File: config.mk
export PLATFORM = sky130hd
export DESIGN_NAME = line_follow_ctrl
export DESIGN_NICKNAME = d
export VERILOG_FILES = /design/src/rtl/line_follow_ctrl.sv
export SDC_FILE = /design/constraint.sdc
export NUM_CORES = 1
export LEC_CHECK = 0
export ABC_CLOCK_PERIOD_IN_PS = 4500
export CAP_MARGIN = 10
export CORE_ASPECT_RATIO = 1.2
export CORE_MARGIN = 4
export CORE_UTILIZATION = 51
export CTS_CLUSTER_DIAMETER = 60
export DETAILED_ROUTE_END_ITERATION = 6
export PLACE_DENSITY_LB_ADDON = 0.2
export SYNTH_ARGS = -nofsm -noshare
export SYNTH_HDL_FRONTEND = slang
export SYNTH_SLANG_ARGS = --single-unit
File: constraint.sdc
create_clock -name clk_i -period 4.5 [get_ports clk_i]
set_clock_uncertainty 0.15 [all_clocks]
set_input_delay 0.675 -clock clk_i [delete_from_list [all_inputs] [get_ports clk_i]]
set_output_delay 0.675 -clock clk_i [all_outputs]
set_load 0.05 [all_outputs]
File: src/rtl/line_follow_ctrl.sv
// Line-follower steering/drive: sensor position -> mode FSM (lost-line recovery, obstacle stop) -> per-wheel dir + PWM.
// Raw input to state_o is 3 clk; dir/duty follow the mode at the next PWM wrap, except STOP which brakes on the next clk; no backpressure.
module line_follow_ctrl #(
    parameter int N_SENS    = 3,
    parameter int PWM_BITS  = 10,
    parameter int DUTY_FAST = 900,
    parameter int DUTY_SLOW = 450,
    parameter int DUTY_TURN = 700,
    parameter int SOFT_BAND = 1,
    parameter int LOST_CYC  = 200000,
    parameter int BACK_CYC  = 300000,
    parameter int STOP_HOLD = 1000000
) (
    input  logic              clk_i,
    input  logic              rst_i,
    input  logic [N_SENS-1:0] sensor_i,
    input  logic              obstacle_i,
    input  logic              stop_en_i,
    output logic [1:0]        left_o,
    output logic [1:0]        right_o,
    output logic              left_pwm_o,
    output logic              right_pwm_o,
    output logic [2:0]        state_o
);

    localparam logic [2:0] ST_TURN_L   = 3'd0;
    localparam logic [2:0] ST_TURN_R   = 3'd1;
    localparam logic [2:0] ST_STRAIGHT = 3'd2;
    localparam logic [2:0] ST_SHARP_L  = 3'd3;
    localparam logic [2:0] ST_SHARP_R  = 3'd4;
    localparam logic [2:0] ST_BACK     = 3'd5;
    localparam logic [2:0] ST_STOP     = 3'd6;
    localparam logic [2:0] ST_SEARCH   = 3'd7;

    localparam logic [1:0] DIR_FWD   = 2'b10;
    localparam logic [1:0] DIR_REV   = 2'b01;
    localparam logic [1:0] DIR_BRAKE = 2'b11;

    localparam int CNT_W  = $clog2((STOP_HOLD > BACK_CYC ? STOP_HOLD : BACK_CYC) + 1);
    localparam int LOST_W = $clog2(LOST_CYC + 1);
    localparam int DUTY_W = PWM_BITS + 1;

    // Duty is held one bit wider than pcnt so a full-scale value means constant high.
    function automatic logic [DUTY_W-1:0] sat_duty(input int duty);
        logic [DUTY_W-1:0] res;
        if (duty >= (1 << PWM_BITS)) begin
            res = DUTY_W'(1 << PWM_BITS);
        end else if (duty <= 0) begin
            res = '0;
        end else begin
            res = DUTY_W'(duty);
        end
        return res;
    endfunction

    localparam logic [DUTY_W-1:0] D_FAST = sat_duty(DUTY_FAST);
    localparam logic [DUTY_W-1:0] D_SLOW = sat_duty(DUTY_SLOW);
    localparam logic [DUTY_W-1:0] D_TURN = sat_duty(DUTY_TURN);

    logic [N_SENS-1:0]   sens_meta_q;
    logic [N_SENS-1:0]   s_sens_q;
    logic                obs_meta_q;
    logic                s_obs_q;

    logic [2:0]          state_q, state_d;
    logic [CNT_W-1:0]    cnt_q, cnt_d;
    logic [LOST_W-1:0]   lost_q, lost_d;
    logic                last_r_q, last_r_d;

    logic [PWM_BITS-1:0] pcnt_q, pcnt_d;
    logic [1:0]          ldir_q, ldir_d, rdir_q, rdir_d;
    logic [DUTY_W-1:0]   lduty_q, lduty_d, rduty_q, rduty_d;
    logic                lpwm_q, lpwm_d, rpwm_q, rpwm_d;

    logic [1:0]          mode_ldir, mode_rdir;
    logic [DUTY_W-1:0]   mode_lduty, mode_rduty;

    logic                line_lost;
    logic                obs_act;
    logic [2:0]          dec_mode;
    int                  hi_idx, lo_idx, pos;

    always_comb begin
        hi_idx = 0;
        lo_idx = 0;
        for (int i = 0; i < N_SENS; i++) begin
            if (s_sens_q[i]) hi_idx = i;
        end
        for (int i = N_SENS - 1; i >= 0; i--) begin
            if (s_sens_q[i]) lo_idx = i;
        end
        // Centre of the lit span relative to the array centre; positive means the line is to the left.
        pos       = hi_idx + lo_idx - (N_SENS - 1);
        line_lost = (s_sens_q == '0);
        if (pos == 0) begin
            dec_mode = ST_STRAIGHT;
        end else if (pos > 0) begin
            dec_mode = (pos <= SOFT_BAND) ? ST_TURN_L : ST_SHARP_L;
        end else begin
            dec_mode = (pos >= -SOFT_BAND) ? ST_TURN_R : ST_SHARP_R;
        end
    end

    always_comb begin
        state_d = state_q;
        cnt_d   = cnt_q;
        lost_d  = '0;
        obs_act = s_obs_q & stop_en_i;
        if (obs_act) begin
            state_d = ST_STOP;
            cnt_d   = CNT_W'(STOP_HOLD);
        end else if (state_q == ST_STOP) begin
            if (cnt_q <= CNT_W'(1)) begin
                state_d = line_lost ? ST_SEARCH : dec_mode;
            end else begin
                cnt_d = cnt_q - CNT_W'(1);
            end
        end else if (!line_lost) begin
            state_d = dec_mode;
        end else if (state_q <= ST_SHARP_R) begin
            if (lost_q >= LOST_W'(LOST_CYC - 1)) begin
                state_d = ST_BACK;
                cnt_d   = CNT_W'(BACK_CYC);
            end else begin
                lost_d = lost_q + LOST_W'(1);
            end
        end else if (state_q == ST_BACK) begin
            if (cnt_q <= CNT_W'(1)) begin
                state_d = ST_SEARCH;
            end else begin
                cnt_d = cnt_q - CNT_W'(1);
            end
        end
    end

    always_comb begin
        last_r_d = last_r_q;
        case (state_d)
            ST_TURN_L, ST_SHARP_L: last_r_d = 1'b0;
            ST_TURN_R, ST_SHARP_R: last_r_d = 1'b1;
            default:               last_r_d = last_r_q;
        endcase
    end

    always_comb begin
        mode_ldir  = DIR_FWD;
        mode_rdir  = DIR_FWD;
        mode_lduty = D_FAST;
        mode_rduty = D_FAST;
        case (state_d)
            ST_TURN_L: begin
                mode_lduty = D_SLOW;
            end
            ST_TURN_R: begin
                mode_rduty = D_SLOW;
            end
            ST_SHARP_L: begin
                mode_ldir  = DIR_REV;
                mode_lduty = D_TURN;
                mode_rduty = D_TURN;
            end
            ST_SHARP_R: begin
                mode_rdir  = DIR_REV;
                mode_lduty = D_TURN;
                mode_rduty = D_TURN;
            end
            ST_BACK: begin
                mode_ldir  = DIR_REV;
                mode_rdir  = DIR_REV;
                mode_lduty = D_SLOW;
                mode_rduty = D_SLOW;
            end
            ST_SEARCH: begin
                mode_ldir  = last_r_d ? DIR_FWD : DIR_REV;
                mode_rdir  = last_r_d ? DIR_REV : DIR_FWD;
                mode_lduty = D_TURN;
                mode_rduty = D_TURN;
            end
            ST_STOP: begin
                mode_ldir  = DIR_BRAKE;
                mode_rdir  = DIR_BRAKE;
                mode_lduty = '0;
                mode_rduty = '0;
            end
            default: begin
                mode_ldir  = DIR_FWD;
                mode_rdir  = DIR_FWD;
            end
        endcase
    end

    // STOP bypasses the wrap so the motors brake without finishing the current period.
    always_comb begin
        pcnt_d  = pcnt_q + PWM_BITS'(1);
        ldir_d  = ldir_q;
        rdir_d  = rdir_q;
        lduty_d = lduty_q;
        rduty_d = rduty_q;
        if (state_d == ST_STOP || pcnt_d == '0) begin
            ldir_d  = mode_ldir;
            rdir_d  = mode_rdir;
            lduty_d = mode_lduty;
            rduty_d = mode_rduty;
        end
        lpwm_d = ({1'b0, pcnt_d} < lduty_d);
        rpwm_d = ({1'b0, pcnt_d} < rduty_d);
    end

    always_ff @(posedge clk_i) begin
        if (rst_i) begin
            sens_meta_q <= '0;
            s_sens_q    <= '0;
            obs_meta_q  <= 1'b0;
            s_obs_q     <= 1'b0;
            state_q     <= ST_STOP;
            cnt_q       <= CNT_W'(STOP_HOLD);
            lost_q      <= '0;
            last_r_q    <= 1'b0;
            pcnt_q      <= '0;
            ldir_q      <= DIR_BRAKE;
            rdir_q      <= DIR_BRAKE;
            lduty_q     <= '0;
            rduty_q     <= '0;
            lpwm_q      <= 1'b0;
            rpwm_q      <= 1'b0;
        end else begin
            sens_meta_q <= sensor_i;
            s_sens_q    <= sens_meta_q;
            obs_meta_q  <= obstacle_i;
            s_obs_q     <= obs_meta_q;
            state_q     <= state_d;
            cnt_q       <= cnt_d;
            lost_q      <= lost_d;
            last_r_q    <= last_r_d;
            pcnt_q      <= pcnt_d;
            ldir_q      <= ldir_d;
            rdir_q      <= rdir_d;
            lduty_q     <= lduty_d;
            rduty_q     <= rduty_d;
            lpwm_q      <= lpwm_d;
            rpwm_q      <= rpwm_d;
        end
    end

    assign left_o      = ldir_q;
    assign right_o     = rdir_q;
    assign left_pwm_o  = lpwm_q;
    assign right_pwm_o = rpwm_q;
    assign state_o     = state_q;

endmodule

==> impl.org <==
** Global route
- Overall overflow remaining after global route :: 0
- Antenna violations before repair :: 0
- Pin count of the biggest net entering global routing :: 34
- GR Util All Layers :: 0.203
- The via count of the first global-routing pass is 3741.
- The first global-routing pass estimated about 17000 um of wire.

** Timing
- Setup repair after global routing left no endpoint under its margin.
- Setup TNS :: 0 ps
- Final period utilization :: 0.940
- Minimum period implied by the final worst setup slack :: between 4000 and 5000 ps
- For the pin with the worst max-slew slack, the measured transition is 886 ps.
- Setup violation total in the final timing report :: 0
- Maximum clock frequency :: 236 MHz
- Final-report max-slew violation count :: 0
- Slew HR :: 0.409
- The count of endpoints failing hold in the final timing report is 0.

** Drt
- The count of nets left with antenna violations once routing finished came out at 0.
- Detailed-route wire length per cell :: 14.6 um
- Count of unresolved DRC violations after routing :: 0
- The first detailed-routing pass took 5 iterations.
- Total Routed Length :: 9660 um
- Via density :: 5.71
- Detailed routing inserted a total of approximately 3800 vias.
- Number of violations reported at the end of detailed-routing iteration 0 :: 162

** Clocking
- The tree built by TritonCTS fans out to 88 sinks.
- Clock Tree Root :: sky130_fd_sc_hd__clkbuf_8
- Clock insertion delay at the later pin of the skew report :: ~360 ps
- CTS clk-pin slew, worst paths :: 80 ps
- The H-tree was split into 3 levels.
- TritonCTS created 9 clock buffers.
- TritonCTS built the clock tree.
- Max Root-Sink Buffers :: 2

** Synthesis
- The number of different library cells used by synthesis comes to 65.
- Synth Flop Type :: sky130_fd_sc_hd__dfxtp_1
- Yosys mapped a number of flops with a built-in enable equal to 0.
- Synth top area cells :: sky130_fd_sc_hd__dfxtp_1 (40%), sky130_fd_sc_hd__ha_1 (7.0%), sky130_fd_sc_hd__nor2_1 (6.3%)
- In the synthesized netlist the async set-or-reset flop fraction comes to 0.
- The biggest area contributor in the post-synthesis netlist is sky130_fd_sc_hd__dfxtp_1.
- After synthesis the netlist holds a flip-flop and latch count of between 80 and 90.
- Yosys printed 0 warnings.
- Cell count after synthesis :: 521
- For this run, the register share of the synthesized area comes to 0.396.
- Post-Synthesis Cell Area :: about 0.0045 mm2
- Mean cell area of the mapped netlist :: roughly 8.5 um2
- Of the post-synthesis cell area, the dominant cell type holds 0.396.
- When the netlist entered floorplanning its net count stood at around 550.

** Worst setup path
- Counting cells, the worst reg-to-reg path comes to 12.
- WP data required :: around 4600 ps
- The slowest stage of the critical path belongs to the cell sky130_fd_sc_hd__or4_4.
- The worst setup path is launched from a flop.
- Most frequent cell on the critical path :: sky130_fd_sc_hd__or4_4
- Data on the critical path arrives at its endpoint at 4360 ps.
- In this design, the stage delay of the slowest critical-path cell is 570 ps.
- In this run the number of cells on the critical path is 12.
- Category of cells accounting for the largest share of critical-path delay :: compound AO/OA/AOI/OAI gates
- Across all register-to-register paths, the minimum setup slack is 270 ps.
- CP Cell Sequence :: or4_4 > or4_4 > o21a_4 > a2111o_1 > a41oi_4 > nand3_1 > and2_1 > ha_1 > a21o_1 > a2111oi_0 > o211ai_1 > o221ai_1
- CP bufs+invs :: 0
- Kind of capture point of the worst setup path :: flop
- Type of the worst setup path :: reg -> reg
- In this run the worst path has a maximum fanout of 6.

** Finish
- Count of nets after finishing :: between 500 and 600
- Final cell count without fillers :: between 600 and 700
- Share of cells above drive strength 1 :: 0.0716
- The repair_antennas step left the layout with diodes totalling 0.
- Synthesis-to-layout area growth :: 12.3%

** Status
- Status :: complete, no violations

** Power
- Leakage :: 1.80 nW
- Power Density :: 334 mW/mm2
- VDD sags by at most 0.189 mV.

** Placement
- The congestion estimate from routability-driven global placement came to 0.899.
- Including well taps, the total number of placed cells is approximately 650.
- Detailed placement finished with a half-perimeter wire length of a little over 7000 um.
- In this run the tool buffered the top-level ports with 15 buffer cells.

** Floorplan
- The core region is 0.00856 mm2.
- Count of pins on the block boundary :: 16
- Die width :: roughly 93 um
- The initial utilization of the core area, before any placement, comes to 0.520.
- The floorplan has 37 rows.
- The die covers roughly 0.01 mm2.
- Vertical extent of the die :: 110 um

** Hold path
- Counting instances, the worst hold path has a depth of 1.
- Hold WC Path Type :: reg -> reg

** Flow run
- The tool flagged a number of max-cap violations equal to 0.
## power by group
part | leakage [nW] | internal (mW) | switching [mW] | total, mW
Combinational | 0.951 | 0.0650 | 0.0827 | 0.148
Sequential | 0.714 | 0.804 | 0.0263 | 0.830
Clock | 0.133 | 0.415 | 0.277 | 0.692
Total | 1.80 | 1.28 | 0.386 | 1.67
## per-stage QoR
step / power [mW] / util / setup slack [ps] / cell area [um2] / hold slack, ps
detailed placement: 0.995 / 0.551 / 159 / 4720 / 276
global placement: 0.990 / 0.551 / 252 / 4720 / 266
global route: 1.74 / 0.584 / 2.03 / 5000 / 312
floorplan: 0.955 / - / 445 / 4450 / 264
CTS: 1.69 / 0.582 / 128 / 4990 / 296
finish: 1.67 / 0.584 / 272 / 5000 / 292
## kinds of logic after synthesis
group,Yosys count,share of synthesized area
flip-flops,88,0.396
buffers and inverters,27,0.0281
AO/OA/AOI/OAI,127,0.198
AND/OR/NAND/NOR,221,0.243
XOR/XNOR,33,0.0649
adder cells (fa/ha/maj),25,0.0702
## placed cells by master (no fill, tap or decap), types with 7 or more instances in the layout
cell type,n
sky130_fd_sc_hd__a21oi_1,37
sky130_fd_sc_hd__a31oi_1,8
sky130_fd_sc_hd__and2_1,13
sky130_fd_sc_hd__buf_4,8
sky130_fd_sc_hd__clkbuf_8,12
sky130_fd_sc_hd__clkdlybuf4s50_1,15
sky130_fd_sc_hd__dfxtp_1,88
sky130_fd_sc_hd__ha_1,25
sky130_fd_sc_hd__inv_1,12
sky130_fd_sc_hd__nand2_1,33
sky130_fd_sc_hd__nand3_1,31
sky130_fd_sc_hd__nor2_1,75
sky130_fd_sc_hd__nor2b_1,13
sky130_fd_sc_hd__nor3_1,16
sky130_fd_sc_hd__o21a_1,7
sky130_fd_sc_hd__o21ai_0,26
sky130_fd_sc_hd__xnor2_1,17
sky130_fd_sc_hd__xor2_1,16
## synth_stat cells, drive strengths merged, types with 3 or more instances
library cell,n
dfxtp,88
xnor2,17
a2111oi,3
nor3,16
nor4,6
xor2,16
o211ai,3
ha,25
nand4,5
or2,6
and2,13
o31ai,3
and3,5
nor2,76
nand2,33
inv,12
buf,6
o2111ai,4
a211oi,4
a21o,3
o21ai,28
a31oi,8
nand3,32
or4,5
a41oi,3
clkbuf,9
nor2b,13
or3,5
o21a,8
a21oi,38
## flip-flops by register name, summed over array words and instances, names as in the netlist, 2 cells and up
signal and cells:
lost_q 18, lduty_q 11, right_o 2, s_sens_q 3, pcnt_q 10, rduty_q 11, sens_meta_q 3, cnt_q 20
left_o 2, state_o 3
## per-layer routing
metal	vias to the layer above	global-route usage	part of all wire
met5	-	0	0
met4	0	0.0953	0.025
met3	18	0.0265	0.032
met2	65	0.374	0.52
met1	1776	0.232	0.43
li1	1923	-	-
## path summary, 6_finish.rpt
path                     startpoint                    end
min reg2reg   obs_meta_q$_SDFF_PP0_     s_obs_q$_SDFF_PP0_
min           obs_meta_q$_SDFF_PP0_     s_obs_q$_SDFF_PP0_
max          cnt_q[13]$_SDFFE_PP0P_  left_pwm_o$_SDFF_PP0_
max reg2reg  cnt_q[13]$_SDFFE_PP0P_  left_pwm_o$_SDFF_PP0_
## timing repair
item	CTS	global route
gates resized for setup	0	2
buffers inserted	0	1
hold buffers	0	0
endpoints found under the setup margin	0	2
## layout make-up
| cell class | instances | area, um2 |
|---|---|---|
| inverter | 12 | 45.0 |
| multi-input combinational | 406 | 2580 |
| clock buffer | 12 | 165 |
| fill | 784 | 3560 |
| tap | 117 | 146 |
| clock inverter | 4 | 98.8 |
| timing repair buffer | 23 | 210 |
| sequential | 88 | 1760 |
Note: power is estimated with default switching activity, not from simulation.
